$ cat src/rtl/mem_bus_decoder.sv
// CPU-to-slave memory bus decoder: address match, exec permission check,
// single outstanding access with timeout, and error reporting.
module mem_bus_decoder #(
  parameter int                       N_SLAVES   = 3,
  parameter logic [N_SLAVES*32-1:0]   SLAVE_BASE = {32'h10000000, 32'h00001000, 32'h00000000},
  parameter logic [N_SLAVES*32-1:0]   SLAVE_MASK = {32'hFFFFFFF0, 32'hFFFFF000, 32'hFFFFF000},
  parameter logic [N_SLAVES-1:0]      SLAVE_EXEC = 3'b001,
  parameter int                       TIMEOUT    = 255
) (
  input  logic                     clk_in,
  input  logic                     reset_in,
  input  logic                     cpu_valid,
  input  logic                     cpu_instr,
  input  logic [31:0]              cpu_addr,
  input  logic [31:0]              cpu_wdata,
  input  logic [3:0]               cpu_wstrb,
  output logic                     cpu_ready,
  output logic [31:0]              cpu_rdata,
  output logic [N_SLAVES-1:0]      slv_enable,
  output logic                     slv_write,
  output logic [3:0]               slv_wstrb,
  output logic [31:0]              slv_addr,
  output logic [31:0]              slv_wdata,
  input  logic [N_SLAVES-1:0]      slv_ready,
  input  logic [N_SLAVES*32-1:0]   slv_rdata,
  output logic                     bus_error,
  output logic [31:0]              err_addr
);

  typedef enum logic [1:0] {IDLE, ACCESS, RESP, ERR} state_t;

  state_t                state_reg, state_next;
  logic [N_SLAVES-1:0]   slv_enable_reg, slv_enable_next;
  logic                  slv_write_reg, slv_write_next;
  logic [3:0]            slv_wstrb_reg, slv_wstrb_next;
  logic [31:0]           slv_addr_reg, slv_addr_next;
  logic [31:0]           slv_wdata_reg, slv_wdata_next;
  logic [31:0]           req_addr_reg, req_addr_next;
  logic [31:0]           cpu_rdata_reg, cpu_rdata_next;
  logic [31:0]           err_addr_reg, err_addr_next;
  logic [15:0]           cnt_reg, cnt_next;

  logic [N_SLAVES-1:0]   match;
  logic [N_SLAVES-1:0]   grant;
  logic                  found;
  logic [31:0]           mask_sel;
  logic                  sel_exec;
  logic                  sel_ready;
  logic [31:0]           sel_rdata;

  for (genvar gi = 0; gi < N_SLAVES; gi++) begin : g_match
    assign match[gi] = (cpu_addr & SLAVE_MASK[gi*32 +: 32]) == SLAVE_BASE[gi*32 +: 32];
  end

  // Lowest-index match wins when address windows overlap.
  always_comb begin
    grant    = '0;
    found    = 1'b0;
    mask_sel = '0;
    for (int i = 0; i < N_SLAVES; i++) begin
      if (match[i] && !found) begin
        grant[i] = 1'b1;
        found    = 1'b1;
        mask_sel = SLAVE_MASK[i*32 +: 32];
      end
    end
  end

  assign sel_exec  = |(grant & SLAVE_EXEC);
  assign sel_ready = |(slv_ready & slv_enable_reg);

  always_comb begin
    sel_rdata = '0;
    for (int i = 0; i < N_SLAVES; i++) begin
      if (slv_enable_reg[i]) sel_rdata = sel_rdata | slv_rdata[i*32 +: 32];
    end
  end

  always_comb begin
    state_next      = state_reg;
    slv_enable_next = slv_enable_reg;
    slv_write_next  = slv_write_reg;
    slv_wstrb_next  = slv_wstrb_reg;
    slv_addr_next   = slv_addr_reg;
    slv_wdata_next  = slv_wdata_reg;
    req_addr_next   = req_addr_reg;
    cpu_rdata_next  = cpu_rdata_reg;
    err_addr_next   = err_addr_reg;
    cnt_next        = cnt_reg;

    unique case (state_reg)
      IDLE: begin
        if (cpu_valid) begin
          if (found && (!cpu_instr || sel_exec)) begin
            state_next      = ACCESS;
            slv_enable_next = grant;
            slv_addr_next   = cpu_addr & ~mask_sel;
            slv_wdata_next  = cpu_wdata;
            slv_wstrb_next  = cpu_wstrb;
            slv_write_next  = |cpu_wstrb;
            req_addr_next   = cpu_addr;
            cnt_next        = '0;
          end else begin
            state_next     = ERR;
            err_addr_next  = cpu_addr;
            cpu_rdata_next = '0;
          end
        end
      end
      ACCESS: begin
        // A ready in the final allowed cycle takes priority over the timeout.
        if (sel_ready) begin
          state_next      = RESP;
          slv_enable_next = '0;
          cpu_rdata_next  = slv_write_reg ? 32'h0 : sel_rdata;
        end else if (cnt_reg == 16'(TIMEOUT - 1)) begin
          state_next      = ERR;
          slv_enable_next = '0;
          err_addr_next   = req_addr_reg;
          cpu_rdata_next  = '0;
        end else begin
          cnt_next = cnt_reg + 16'd1;
        end
      end
      RESP:    state_next = IDLE;
      ERR:     state_next = IDLE;
      default: state_next = IDLE;
    endcase
  end

  always_ff @(posedge clk_in) begin
    if (reset_in) begin
      state_reg      <= IDLE;
      slv_enable_reg <= '0;
      slv_write_reg  <= 1'b0;
      slv_wstrb_reg  <= '0;
      slv_addr_reg   <= '0;
      slv_wdata_reg  <= '0;
      req_addr_reg   <= '0;
      cpu_rdata_reg  <= '0;
      err_addr_reg   <= '0;
      cnt_reg        <= '0;
    end else begin
      state_reg      <= state_next;
      slv_enable_reg <= slv_enable_next;
      slv_write_reg  <= slv_write_next;
      slv_wstrb_reg  <= slv_wstrb_next;
      slv_addr_reg   <= slv_addr_next;
      slv_wdata_reg  <= slv_wdata_next;
      req_addr_reg   <= req_addr_next;
      cpu_rdata_reg  <= cpu_rdata_next;
      err_addr_reg   <= err_addr_next;
      cnt_reg        <= cnt_next;
    end
  end

  assign cpu_ready  = (state_reg == RESP) || (state_reg == ERR);
  assign bus_error  = (state_reg == ERR);
  assign cpu_rdata  = cpu_rdata_reg;
  assign err_addr   = err_addr_reg;
  assign slv_enable = slv_enable_reg;
  assign slv_write  = slv_write_reg;
  assign slv_wstrb  = slv_wstrb_reg;
  assign slv_addr   = slv_addr_reg;
  assign slv_wdata  = slv_wdata_reg;

endmodule
$ cat config.mk
export PLATFORM = sky130hd
export DESIGN_NAME = mem_bus_decoder
export DESIGN_NICKNAME = d
export VERILOG_FILES = /design/src/rtl/mem_bus_decoder.sv
export SDC_FILE = /design/constraint.sdc
export NUM_CORES = 1
export LEC_CHECK = 0
export BUFFER_PORTS_ARGS = -buffer_cell sky130_fd_sc_hd__buf_2
export CORE_UTILIZATION = 30
export CTS_BUF_LIST = sky130_fd_sc_hd__clkbuf_2 sky130_fd_sc_hd__clkbuf_4 sky130_fd_sc_hd__clkbuf_8
export DETAILED_ROUTE_END_ITERATION = 10
export PLACE_DENSITY = 0.61
export SETUP_SLACK_MARGIN = 0.3
export SYNTH_ARGS = -nofsm -noshare
export SYNTH_HDL_FRONTEND = slang
export SYNTH_SLANG_ARGS = --single-unit
$ cat constraint.sdc
create_clock -name clk_in -period 6.14 [get_ports clk_in]
set_input_delay 0.614 -clock clk_in [delete_from_list [all_inputs] [get_ports clk_in]]
set_output_delay 0.614 -clock clk_in [all_outputs]
set_load 0.005 [all_outputs]
# == Yosys cells after proc, flatten, opt, wreduce, memory -nomap -nowiden ==
# Cells that the tools add are included.
# totals
ram_bits,0
romBits,0
n_memories,0
latch_bits,0
input_bits,171
wordCells,86
regBits,186
# op_classes
eq_ne,13
muxes,37
magnitude_cmp,0
n_shift,0
div,0
bitwise,5
multipliers,0
n_reduce_logical,20
n_addsub,1
# op_table
operator,n
$mux W32,15
$pmux W32 S2,2
$mux W16,4
$or A32 B32 Y32,2
$and A32 B32 Y32,1
$logic_not A32 Y1,1
$not A32 Y32,1
$pmux W16 S2,1
$eq A28 B25 Y1 const B,1
$eq A20 B1 Y1 const B,1
$add A16 B1 Y16 const B,1
$eq A16 B8 Y1 const B,1
$mux W3,4
$ne A2 B2 Y1 const B,6
$reduce_and A5 Y1,2
$mux W2,4
$reduce_and A4 Y1,2
$pmux W2 S3,1
$pmux W3 S2,1
$mux W1,5
$eq A2 B2 Y1 const B,2
$reduce_or A4 Y1,1
$and A3 B3 Y3,1
$logic_and A1 B1 Y1,3
other kinds (10),13

# == Depth between registers and ports, before layout ==
# Gate-level depths: netlist of run 1.
# depth
depth_word,12
ltp_mapped,8
ltp_nobuf,7

# == Least setup slack after synthesis of run 1 ==
# Ideal clock, no wire load.
# synth_path
path_type,input port to flip-flop
from,input port cpu_addr[9]
to,register cnt_reg[4]
path_buffers,1
path_slack_ns,3.665
stages,6
required_ns,6.006
t_arrival_ns,2.341
cell_sequence,or4_1 -> o41ai_2 -> a31oi_1 -> clkbuf_1 -> o311ai_0 -> o31ai_1
# synth_via
elab_chain_len,6
# synth_rtl
element,line_no,rtl
"start, declared",14,"input logic [31:0] cpu_addr,"
$eq A28 B25 Y1,52,assign match[gi] = (cpu_addr & SLAVE_MASK[gi*32 +: 32]) == SLAVE_BASE[gi*32 +: 32];
$logic_and A1 B1 Y1,61,if (match[i] && !found) begin
$mux W1,61,
$logic_and A1 B1 Y1,94,if (found && (!cpu_instr || sel_exec)) begin
$ne A2 B2 Y1 (no source line),--,
$reduce_and A5 Y1 (no source line),--,
"end signal, assigned",153,cnt_reg <= cnt_next;
"end, declared",41,"logic [15:0] cnt_reg, cnt_next;"
# Every way passes these cells.
# A chain may end at the register's enable or synchronous reset.

# == Final worst setup path of run 1 ==
# layout_path
from,"register slv_enable_reg[1], in the netlist slv_enable[1]"
to,"register err_addr_reg[0], in the netlist err_addr[0]"
# layout_via
elab_chain_len,4
# layout_rtl
element,line_no,rtl
"start, declared",33,"logic [N_SLAVES-1:0] slv_enable_reg, slv_enable_next;"
"start signal, assigned",145,slv_enable_reg <= slv_enable_next;
$and A3 B3 Y3,70,assign sel_ready = |(slv_ready & slv_enable_reg);
$reduce_or A3 Y1,70,
$ne A2 B2 Y1 (no source line),--,
$reduce_and A5 Y1 (no source line),--,
"end signal, assigned",152,err_addr_reg <= err_addr_next;
"end, declared",40,"logic [31:0] err_addr_reg, err_addr_next;"
# Every way passes these cells.

==> impl_metrics.json, run 1 <==
{
  "status": "finished, final reports clean",
  "fin_tns_setup_ns": 0,
  "boundaryPins": 309,
  "ff2ff_setup_slack_ns": 2.88,
  "synth_warnings": 0,
  "cts_made_buffers": 17,
  "synth.avg_cell_area_um2": 9.28,
  "cts_buffer_depth": 2,
  "criticalPathCategory": "register to register",
  "drt-total-wl_um": 25000,
  "slowest_stage": "dfxtp_1",
  "drc": 0,
  "cts-root-buf": "clkbuf_8",
  "critPathCapture": "err_addr[0]",
  "netlist_area_um2": 7590,
  "syn-num-nets": 991,
  "setup_viol_count_final": 0,
  "syn_to_final_growth_pct": 27.8,
  "crit_path_max_fanout": 35,
  "grt_busiest_layer": "met2",
  "dieArea_um2": 25900,
  "worstPathArrival_ns": 3.55,
  "synthAdderAreaFrac_pct": 0.330,
  "die_h_um": 161,
  "met1_usage_pct": 24.3,
  "p_per_area_nw_per_um2": 244,
  "relSlewSlack_pct": 12.3,
  "grt-ovfl-total": 0,
  "wire_per_inst_um": 17.7,
  "grt_pass1_vias": 7030,
  "yosysTopAreaCellShare_pct": 48.0,
  "p_sw_share_pct": 28.8,
  "postLayoutCoreUtil_pct": 39.5,
  "start_util_pct": 30.9,
  "insertion_delay_ns": 0.46,
  "max-vdd-ir-drop_mv": 0.134,
  "clock_sinks": 182,
  "drt-vias-per-instance": 5.24,
  "rr_worst_depth": 7,
  "crit_top_cell": "buf_4",
  "min_period_ns": 3.26,
  "crit_start": "slv_enable[1]",
  "slew_viol_final": 0,
  "skew_ns": 0.0170,
  "max_freq_ghz": 0.307,
  "post-synth-top-count-cell": "dfxtp_1",
  "p_leak_nw": 3.96,
  "required_ns": 6.43,
  "pwr-share-seq_pct": 52.2,
  "cap_violations": 0,
  "drt_iter0_drc": 502,
  "htreeDepth": 4,
  "gp_congestion": 0.783,
  "postCtsSetupRepairBufs": 0,
  "p_int_w": 0.00168,
  "synth-seq-cells": 182,
  "rr_startpoint": "slv_enable[1]",
  "holdCritPathClass": "input port to register",
  "timing.rr.end": "err_addr[0]",
  "muxShareOfSynthArea_pct": 0.264,
  "met3_usage_pct": 5.70,
  "cts-hold-fix-buffers": 0,
  "final_hold_viol_count": 0,
  "track_usage_pct": 18.7,
  "cp.buffers_inverters": 2,
  "end_kind": "register",
  "antenna_cells": 0,
  "synthTopCellsByArea": "dfxtp_1 48%, o21ai_0 6.1%, a221oi_2 5.5%",
  "die_x_um": 161,
  "row_count": 57,
  "path_depth": 7,
  "p_switching_w": 0.000683,
  "grt_max_degree": 75,
  "yosysTopAreaCell": "dfxtp_1",
  "cts_tree": "yes",
  "ys.flop_type": "dfxtp_1",
  "port_buffers": 308,
  "worst_pin_slew_ns": 1.31,
  "post_cts_resized": 0,
  "clockPowerShare_pct": 35.0,
  "route.vias.total": 7373,
  "synth_xor_xnor_area_share_pct": 0,
  "max_stage_delay_ns": 1.20,
  "rsz0062_at_grt": "false",
  "p_comb_share_pct": 12.9,
  "ant_nets": 0,
  "cts.reportedPaths.clkPinSlew_ns": 0.11,
  "synth_edf_count": 0,
  "ys_seq_area_share_pct": 48.0,
  "syn_inst": 818,
  "use_met2_pct": 30.1,
  "synth-simple-area-share_pct": 15.8,
  "drtPass1Iterations": 9,
  "ys_types": 48,
  "synth_common_cells": "182 x dfxtp_1, 92 x o21ai_0, 74 x a21oi_1",
  "path_cells": "a222oi_1 -> buf_4 -> a21oi_2 -> a41oi_4 -> o21ai_4 -> buf_4 -> a221oi_1",
  "coreArea_um2": 24500,
  "synth-compound-area-share_pct": 28.9,
  "dpl.hpwl_um": 17000,
  "fin_crit_sh_pct": 53.1,
  "crit_family": "flip-flops",
  "start_kind": "register",
  "async_flop_share_pct": 0,
  "antenna_found_initial": 1,
  "synth_top_family_by_area": "compound AO/OA/AOI/OAI gates",
  "grt_pass1_wl_um": 39000,
  "final_layout_size_suffix_gt1_share_pct": 36.4,
  "nets": 1244
}
## worst min path at each step
stage	from	to	slack [ns]	cells past startpoint
floorplan	req_addr_reg[13]	req_addr_reg[13]	0.42	1
global placement	err_addr[28]	err_addr[28]	0.43	2
detailed placement	err_addr[28]	err_addr[28]	0.44	2
CTS	cpu_wdata[24]	slv_wdata[24]	0.37	3
global route	cpu_wdata[10]	slv_wdata[10]	0.37	3
finish	cpu_wdata[11]	slv_wdata[11]	0.40	3
## cells in the final DEF, fill, tap and decap left out, drive strengths merged, types with 5 or more instances in the layout
cell type | synthesis | final
o2bb2ai | 32 | 32
clkbuf | 68 | 19
nand2 | 12 | 12
nand4 | 8 | 8
buf | 18 | 320
nor4 | 6 | 6
and4 | 5 | 5
o311ai | 5 | 5
and2 | 43 | 43
inv | 37 | 45
a221oi | 31 | 31
a222oi | 33 | 33
and3 | 5 | 5
nor2 | 17 | 17
o21ai | 93 | 93
or3 | 38 | 38
o31ai | 11 | 11
nand3 | 60 | 60
a21oi | 75 | 75
dfxtp | 182 | 182
## layout make-up
class                           count  area, um2
Clock buffer                       19        255
Clock inverter                     13        133
Fill cell                        2550      14800
Inverter                           37        139
Multi-Input combinational cell    513       3480
Sequential cell                   182       3640
Tap cell                          324        405
Timing Repair Buffer              320       1640
## through the flow
stage	hold WS, ns	cell area, um2	total power [W]	setup WS, ns	instances
final	0.398	9700	0.00237	2.88	1408
after global placement	0.435	9300	0.00156	2.87	1375
after global routing	0.369	9700	0.00248	2.67	1408
after floorplan	0.423	7590	0.00143	3.66	818
after detailed placement	0.438	9300	0.00157	2.86	1375
after CTS	0.368	9690	0.00240	2.83	1407
## power groups by stage
stage | logic (W) | clock network (W) | registers (W)
after CTS | 0.000306 | 0.000855 | 0.00124
after detailed placement | 0.000305 | 0 | 0.00126
after global routing | 0.000333 | 0.000906 | 0.00124
final | 0.000304 | 0.000828 | 0.00123
after global placement | 0.000303 | 0 | 0.00126
after floorplan | 0.000170 | 0 | 0.00126
## layer usage
layer / part of all wire, % / wire length [um]
met5: 0.040 / 10
met4: 1.5 / 363
met3: 7.4 / 1840
met2: 47 / 11700
met1: 44 / 11000
## worst min-delay path, stage by stage
cell and delay, ns:
buf_2 0.09, nand3_1 0.05, a21oi_1 0.06
## cell families (layout without fill, tap and decap cells)
| group | Yosys count | in the layout |
|---|---|---|
| multiplexers | 2 | 2 |
| AND/OR/NAND/NOR | 211 | 211 |
| AO/OA/AOI/OAI | 298 | 298 |
| adder cells (fa/ha/maj) | 2 | 2 |
| flip-flops | 182 | 182 |
| buffers and inverters | 123 | 389 |
Power figures use the tool's default switching activity.
==> run 2: changes to the inputs <==
==> constraint.sdc (replaced) <==
create_clock -name clk_in -period 3 [get_ports clk_in]
set_input_delay 0.3 -clock clk_in [delete_from_list [all_inputs] [get_ports clk_in]]
set_output_delay 0.3 -clock clk_in [all_outputs]
set_load 0.005 [all_outputs]
==> run 2 against run 1 <==
  * Via count grew 1.2%
  * Clock-buffer cell count unchanged
  * Sequential power grew 100%
  * First-iteration DRC count is 20% higher
  * Total power up 100%
  * Non-clock buffer count increased by 10
  * Sequential cell count did not move
  * Cell area up 0.89%
  * Critical path depth unchanged
  * Clock skew is 0.0029 ns higher
  * Fmax is 40% higher
  * Largest cell class unchanged
  * Cell count up 0.71%
==> impl_metrics.json, run 2 (synthesis gave the netlist of run 1 again) <==
{
  "min_period_ns": 2.33,
  "end_kind": "register",
  "post_cts_resized": 0,
  "ant_nets": 0,
  "layout_common_cells": "307 x buf_2, 182 x dfxtp_1, 92 x o21ai_0",
  "cts_buffer_depth": 2,
  "criticalPathCategory": "register to register",
  "dieArea_um2": 25900,
  "worst_pin_slew_ns": 1.21,
  "antenna_found_initial": 1,
  "final_area_um2": 9790,
  "boundaryPins": 309,
  "die_h_um": 161,
  "fin_crit_sh_pct": 77.5,
  "required_ns": 3.37,
  "cts_tree": "yes",
  "fin_tns_setup_ns": 0,
  "final_layout_size_suffix_gt1_share_pct": 37.0,
  "layout_commonest_cell": "buf_2",
  "grt_pass1_wl_um": 38700,
  "gp_congestion": 0.756,
  "drt_iter0_drc": 603,
  "postLayoutCoreUtil_pct": 39.9,
  "start_kind": "register",
  "route.vias.total": 7462,
  "cap_violations": 0,
  "coreArea_um2": 24500,
  "cts-hold-fix-buffers": 0,
  "p_per_area_nw_per_um2": 490,
  "worstPathArrival_ns": 2.69,
  "drc": 0,
  "dpl_cell_area_um2": 9420,
  "rsz0062_at_grt": "false",
  "track_usage_pct": 18.8,
  "drt-vias-per-instance": 5.26,
  "wire_per_inst_um": 17.6,
  "port_buffers": 308,
  "cts_made_buffers": 17,
  "cp.buffers_inverters": 1,
  "max_freq_ghz": 0.430,
  "htreeDepth": 4,
  "drtPass1Iterations": 6,
  "dpl.hpwl_um": 17300,
  "nets": 1254,
  "slowest_stage": "a21o_1",
  "drt-total-wl_um": 24900,
  "cts.reportedPaths.clkPinSlew_ns": 0.11,
  "setup_viol_count_final": 0,
  "final_hold_viol_count": 0,
  "row_count": 57,
  "holdCritPathClass": "input port to register",
  "grt-ovfl-total": 0,
  "p_leak_nw": 4.01,
  "syn_to_final_growth_pct": 28.9,
  "grt_max_degree": 58,
  "relSlewSlack_pct": 18.9,
  "start_util_pct": 30.9,
  "ff2ff_setup_slack_ns": 0.67,
  "die_x_um": 161,
  "postCtsSetupRepairBufs": 0,
  "path_cells": "inv_1 -> ha_1 -> nor4b_1 -> and4_1 -> a21o_1 -> nor2_1 -> a311oi_1",
  "max-vdd-ir-drop_mv": 0.281,
  "status": "finished, final reports clean",
  "crit_family": "simple AND/OR/NAND/NOR gates",
  "clock_sinks": 182,
  "cts-root-buf": "clkbuf_8",
  "crit_path_max_fanout": 13,
  "fillCellCount": 2558,
  "max_stage_delay_ns": 0.46,
  "grt_pass1_vias": 7016,
  "skew_ns": 0.0199,
  "slew_viol_final": 0,
  "insertion_delay_ns": 0.46
}
==> run 2: cell type report <==
cell class	instances	area [um2]	share of cell area [%]
sequential	182	3640	37.2
tap	324	405	4.14
timing repair buffer	330	1750	17.8
clock buffer	19	249	2.54
clock inverter	12	118	1.20
inverter	37	139	1.42
multi-input combinational	513	3480	35.6
antenna	1	2.50	0.0256
==> run 2: per-stage QoR <==
step / std cells / worst slack [ns] / total power, W / hold WS (ns)
6_report: 1418 / 0.675 / 0.00480 / 0.0796
3_3_place_gp: 1386 / 0.424 / 0.00322 / 0.434
3_5_place_dp: 1386 / 0.405 / 0.00322 / 0.437
4_1_cts: 1417 / 0.674 / 0.00487 / 0.0455
5_1_grt: 1418 / 0.391 / 0.00503 / 0.0491
2_1_floorplan: 818 / 0.765 / 0.00293 / 0.423
==> run 2: path summary, 6_finish.rpt <==
kind	start	to	cells past startpoint
min reg2reg	err_addr[28]	err_addr[28]	2
min	cpu_wdata[29]	slv_wdata[29]	3
max reg2reg	cnt_reg[0]	cnt_reg[14]	7
max	cnt_reg[0]	cnt_reg[14]	7
==> run 2: worst min-delay path, cell delays in order <==
cell,delay [ns]
buf_2,0.09
nand3_1,0.06
a21oi_1,0.06
==> run 2: report_power, final <==
| group | leakage (nW) | total [W] | switching, W | internal (W) |
|---|---|---|---|---|
| Sequential | 1.47 | 0.00252 | 0.0000384 | 0.00248 |
| Clock | 0.188 | 0.00164 | 0.000949 | 0.000689 |
| Combinational | 2.35 | 0.000640 | 0.000381 | 0.000260 |
| Total | 4.01 | 0.00480 | 0.00137 | 0.00343 |
==> run 2: per-layer routing <==
layer  wire length, um  vias to the layer above  part of all wire, %  global-route usage [%]
li1                  -                     3610                    -                       -
met1             11100                     3583                   44                    24.7
met2             11700                      252                   47                    30.3
met3              1870                       17                  7.5                    5.44
met4               248                        0                 0.99                    4.76
met5                 0                        -                    0                       0
